==> config.mk <==
export PLATFORM = sky130hd
export DESIGN_NAME = butterfly_pipe
export DESIGN_NICKNAME = d
export VERILOG_FILES = /design/src/rtl/butterfly_pipe.sv
export SDC_FILE = /design/constraint.sdc
export NUM_CORES = 2
export LEC_CHECK = 0
export ABC_AREA = 1
export BUFFER_PORTS_ARGS = -buffer_cell sky130_fd_sc_hd__buf_2
export CAP_MARGIN = 5
export CORE_ASPECT_RATIO = 1.2
export CORE_UTILIZATION = 32
export CTS_BUF_LIST = sky130_fd_sc_hd__clkbuf_8
export DETAILED_ROUTE_END_ITERATION = 7
export PLACE_DENSITY = 0.45
export SLEW_MARGIN = 20
export SYNTH_ARGS = -nofsm -noshare
export SYNTH_HDL_FRONTEND = slang
export SYNTH_SLANG_ARGS = --single-unit
==> constraint.sdc <==
create_clock -name i_clk -period 5.5 [get_ports i_clk]
set_input_delay 1.375 -clock i_clk [delete_from_list [all_inputs] [get_ports i_clk]]
set_output_delay 1.375 -clock i_clk [all_outputs]
set_load 0.03 [all_outputs]
==> src/rtl/butterfly_pipe.sv <==
// butterfly_pipe: 3-stage radix-2 butterfly C=A+B*W', D=A-B*W' with round/scale/saturate; ports i_valid/o_ready in, o_valid/i_ready out, i_A/i_B/i_W/i_inverse/i_scale/i_tag -> o_C/o_D/o_tag, sticky o_ovf cleared by i_ovf_clr
module butterfly_pipe #(
  parameter int DATA_W  = 16,
  parameter int TW_W    = 16,
  parameter int TW_FRAC = 14,
  parameter int TAG_W   = 8
) (
  input  logic                  i_clk,
  input  logic                  i_rst,
  input  logic                  i_valid,
  output logic                  o_ready,
  input  logic [2*DATA_W-1:0]   i_A,
  input  logic [2*DATA_W-1:0]   i_B,
  input  logic [2*TW_W-1:0]     i_W,
  input  logic                  i_inverse,
  input  logic                  i_scale,
  input  logic [TAG_W-1:0]      i_tag,
  output logic                  o_valid,
  input  logic                  i_ready,
  output logic [2*DATA_W-1:0]   o_C,
  output logic [2*DATA_W-1:0]   o_D,
  output logic [TAG_W-1:0]      o_tag,
  output logic                  o_ovf,
  input  logic                  i_ovf_clr
);
  localparam int PW = DATA_W + TW_W;
  localparam int SW = PW + 2;
  localparam logic signed [SW-1:0] HALF = (SW'(1) << TW_FRAC) >>> 1;
  localparam logic signed [SW-1:0] SMAX = (SW'(1) << (DATA_W - 1)) - SW'(1);
  localparam logic signed [SW-1:0] SMIN = -(SW'(1) << (DATA_W - 1));

  function automatic logic signed [SW-1:0] rnd(input logic signed [SW-1:0] x);
    return (x + HALF) >>> TW_FRAC;
  endfunction

  function automatic logic signed [SW-1:0] scl(input logic signed [SW-1:0] x, input logic s);
    return s ? (x + SW'(1)) >>> 1 : x;
  endfunction

  function automatic logic ov(input logic signed [SW-1:0] x);
    return (x > SMAX) || (x < SMIN);
  endfunction

  function automatic logic [DATA_W-1:0] sat(input logic signed [SW-1:0] x);
    return x > SMAX ? SMAX[DATA_W-1:0] : x < SMIN ? SMIN[DATA_W-1:0] : x[DATA_W-1:0];
  endfunction

  logic                      w_en;
  logic signed [TW_W:0]      w_wr, w_wi;
  logic                      r1_v, r1_scale;
  logic [TAG_W-1:0]          r1_tag;
  logic signed [DATA_W-1:0]  r1_ar, r1_ai, r1_br, r1_bi;
  logic signed [TW_W:0]      r1_wr, r1_wi;
  logic                      r2_v, r2_scale;
  logic [TAG_W-1:0]          r2_tag;
  logic signed [DATA_W-1:0]  r2_ar, r2_ai;
  logic signed [PW-1:0]      r2_prr, r2_pii, r2_pri, r2_pir;
  logic signed [SW-1:0]      w_qr, w_qi, w_cr, w_ci, w_dr, w_di;
  logic                      w_ovf;
  logic                      r_v, r_ovf;
  logic [2*DATA_W-1:0]       r_c, r_d;
  logic [TAG_W-1:0]          r_tag;

  assign w_en    = !r_v || i_ready;
  assign o_ready = w_en;
  assign o_valid = r_v;
  assign o_C     = r_c;
  assign o_D     = r_d;
  assign o_tag   = r_tag;
  assign o_ovf   = r_ovf;

  // twiddle is widened by one bit so conjugating the most negative Wi cannot wrap
  assign w_wr = {i_W[2*TW_W-1], i_W[2*TW_W-1:TW_W]};
  assign w_wi = {i_W[TW_W-1], i_W[TW_W-1:0]};

  always_comb begin
    w_qr  = rnd(SW'(r2_prr) - SW'(r2_pii));
    w_qi  = rnd(SW'(r2_pri) + SW'(r2_pir));
    w_cr  = scl(SW'(r2_ar) + w_qr, r2_scale);
    w_ci  = scl(SW'(r2_ai) + w_qi, r2_scale);
    w_dr  = scl(SW'(r2_ar) - w_qr, r2_scale);
    w_di  = scl(SW'(r2_ai) - w_qi, r2_scale);
    w_ovf = r2_v && (ov(w_cr) || ov(w_ci) || ov(w_dr) || ov(w_di));
  end

  always_ff @(posedge i_clk) begin
    if (i_rst) begin
      r1_v     <= 1'b0;
      r1_scale <= 1'b0;
      r1_tag   <= '0;
      r1_ar    <= '0;
      r1_ai    <= '0;
      r1_br    <= '0;
      r1_bi    <= '0;
      r1_wr    <= '0;
      r1_wi    <= '0;
      r2_v     <= 1'b0;
      r2_scale <= 1'b0;
      r2_tag   <= '0;
      r2_ar    <= '0;
      r2_ai    <= '0;
      r2_prr   <= '0;
      r2_pii   <= '0;
      r2_pri   <= '0;
      r2_pir   <= '0;
      r_v      <= 1'b0;
      r_c      <= '0;
      r_d      <= '0;
      r_tag    <= '0;
      r_ovf    <= 1'b0;
    end else begin
      if (w_en) begin
        r1_v     <= i_valid;
        r1_scale <= i_scale;
        r1_tag   <= i_tag;
        r1_ar    <= i_A[2*DATA_W-1:DATA_W];
        r1_ai    <= i_A[DATA_W-1:0];
        r1_br    <= i_B[2*DATA_W-1:DATA_W];
        r1_bi    <= i_B[DATA_W-1:0];
        r1_wr    <= w_wr;
        r1_wi    <= i_inverse ? -w_wi : w_wi;
        r2_v     <= r1_v;
        r2_scale <= r1_scale;
        r2_tag   <= r1_tag;
        r2_ar    <= r1_ar;
        r2_ai    <= r1_ai;
        r2_prr   <= PW'(r1_br * r1_wr);
        r2_pii   <= PW'(r1_bi * r1_wi);
        r2_pri   <= PW'(r1_br * r1_wi);
        r2_pir   <= PW'(r1_bi * r1_wr);
        r_v      <= r2_v;
        r_c      <= {sat(w_cr), sat(w_ci)};
        r_d      <= {sat(w_dr), sat(w_di)};
        r_tag    <= r2_tag;
      end
      r_ovf <= (w_en && w_ovf) ? 1'b1 : i_ovf_clr ? 1'b0 : r_ovf;
    end
  end
endmodule

==> flow_summary.toml <==
[run_status]
status = "complete, but fails checks"
violations = "setup timing"

[clocking]
path_clk_slew_ns = 0.09
cts_tree = "built"
cts_hold_buf = 0
cts_root_buffer = "clkbuf_8"
cts_buffers = 76
cts_sinks = 351
cts.path.max_buffers = 3
cts-htree-levels = 3
clk-insertion-delay-late_ns = 0.87

[power_and_ir_drop]
total_power_mw = 62.97
powerDensity_mw_per_mm2 = 714.5
peakVddDrop_v = 0.0004448
p_leak_nw = 45.43

[critical_path]
crit_family = "adder cells"
worstPathRequired_ns = 6.26
crit_path_top_delay_cell = "fa_2"
cp_slowest_stage_delay_ns = 0.60
path_cells = "buf_12, buf_12, nand2_4, inv_2, fa_1, fa_2, fa_2, inv_2, fa_1, fa_1, fa_1, inv_2, ha_4, inv_4, nor3_4, inv_2, nor3_4, nand3b_1, o2111ai_2, xor2_2, buf_6, o211ai_1, inv_1"
endpoint_kind = "flip-flop"
cp-start-kind = "flip-flop"
arrival_ns = 6.64
r2r_setup_slack_ns = -0.38
path_max_fanout = 6
critical_path_buf_inv_count = 9
timing_worst_setup_path_type = "reg -> reg"

[grt]
grt_start_max_net_pins = 135
grt_pass1_vias = 63228
track_usage = 0.2233
grt-ovfl-total = 0
antenna_found_initial = 6
grt_pass1_wl_um = 359000

[timing]
hold_viol = 0
skew_ns = 0.08920
fmax_mhz = 170.1
period_needed_ns = 5.879
slew_violations = 0
min_period_over_period = 1.069
slew_headroom = 0.4501
setup_violations = 58
rsz0062_at_grt = "yes"
tightest_slew_ns = 0.8248
setup_slack_ns = -0.3790

[synthesis]
ys.flop_type = "dfxtp_1"
yosys_warnings = 0
syn-mean-instance-area_um2 = 7.397
synth_cell_types = 65
syn-num-nets = 10634
syn_inst = 8910
synth_edf_count = 0
seq_area_frac_synth = 0.1066
ys_async_sr_fraction = 0
ys_seq_elements = 351
synth_area_mm2 = 0.06591

[route]
ant_nets = 0
drt-total-wl_um = 232500
vias = 60137
drtPass1Iterations = 6
drc_errors = 0
first_iter_violations = 2822
wl_per_cell_um = 18.04
routed_via_density = 4.666

[cells_and_area]
mostFrequentLayoutCells = "2023 x inv_1, 1837 x nand2_1, 1119 x buf_4, 1002 x fa_1, 485 x nor2_1"
final_common_cell = "inv_1"
area_growth_pct = 33.73
final_util = 0.4305
nets = 11880
final_layout_size_suffix_gt1_frac = 0.2803
fillCellCount = 20863
stdcell_area_mm2 = 0.08813

[min_path]
hp-class = "reg -> reg"

[flow_run]
drv_cap = 0

[placed_design]
gp_congestion = 0.9105
place_area_mm2 = 0.07900
io_buffers = 185
place_hpwl_um = 187000

[floorplanning]
ioPinCount = 186
start_util = 0.3219
fp.coreArea_mm2 = 0.2047
rows = 182
die_h_um = 499.1
die_area_mm2 = 0.2078
die_w_um = 416.3
cells in the mapped netlist, drive strengths merged, types with 61 or more instances:
master	number	area (um2)
fa	1068	21380
o211ai	61	508.0
ha	545	6819
xor2	122	1069
xnor2	90	788.3
clkbuf	350	1314
nand2	2066	7883
nor2	594	2417
o21bai	73	563.0
nand4	81	519.2
inv	2156	8098
nand3	236	1271
a21oi	367	1938
o21ai	460	2313
dfxtp	351	7027
nor3	62	372.9
registers in the layout (all words and copies together) (netlist names), 8 cells and up:
| name | cells |
|---|---|
| o_C | 32 |
| o_D | 32 |
| o_tag | 8 |
| r1_ai | 16 |
| r1_ar | 16 |
| r1_bi | 16 |
| r1_br | 16 |
| r1_tag | 8 |
| r1_wi | 17 |
| r1_wr | 16 |
| r2_ai | 16 |
| r2_ar | 16 |
| r2_pii | 32 |
| r2_pir | 32 |
| r2_pri | 32 |
| r2_prr | 32 |
| r2_tag | 8 |
layout make-up:
type / instances / area (um2) / area share
inverter: 2162 / 8165 / 0.09265
tap: 2668 / 3338 / 0.03788
sequential: 351 / 7166 / 0.08130
antenna: 2 / 5.005 / 0.00005679
clock inverter: 45 / 406.6 / 0.004614
multi-input combinational: 6005 / 53960 / 0.6123
clock buffer: 96 / 1321 / 0.01499
timing repair buffer: 1560 / 13770 / 0.1562
per-stage QoR:
stage / hold slack [ns] / TNS [ns] / setup WS [ns] / cells
3_3_place_gp: 0.4472 / -32.58 / -0.6353 / 12523
6_report: 0.4692 / -10.43 / -0.3790 / 12889
3_5_place_dp: 0.4533 / -38.23 / -0.6997 / 12523
5_1_grt: 0.4904 / -26.86 / -0.6223 / 12888
4_1_cts: 0.4610 / -9.556 / -0.3981 / 12802
2_1_floorplan: 0.4331 / -0.1889 / -0.07232 / 8910
layer usage:
metal	vias up	GRT usage	share of wire
met5	-	0	0
met4	0	0.08399	0.040
met3	356	0.01922	0.031
met2	1096	0.4064	0.51
met1	29516	0.2712	0.42
li1	29169	-	-
power by group:
group	internal (mW)	total [mW]	switching (mW)
clock network	1.87	3.41	1.53
registers	3.25	3.85	0.593
logic	24.9	55.7	30.8
cells by family after synthesis:
| family | synth area share |
|---|---|
| simple gates | 0.1950 |
| buf+inv | 0.1477 |
| fa+ha+maj | 0.4279 |
| compound gates | 0.09460 |
| flops | 0.1066 |
| xor+xnor | 0.02817 |
tightest hold or removal path, stage by stage (launching register included):
cell and delay, ns:
dfxtp_1 0.30, inv_1 0.06, a21oi_1 0.06
what timing repair did:
item                                    CTS  global route
buffers inserted                        138            91
endpoints found under the setup margin  126           138
hold endpoints to repair                  0             0
pin swaps                               269           359
gates resized for setup                 610           626
cloned                                   16             2
path summary, 6_finish.rpt:
path | depth (start not counted) | endpoint | startpoint
max reg2reg | 23 | r2_prr[31] | r1_wr[5]
min | 2 | r2_pii[3] | r2_pii[3]
min reg2reg | 2 | r2_pii[3] | r2_pii[3]
max | 23 | r2_prr[31] | r1_wr[5]
Power figures use the tool's default switching activity.
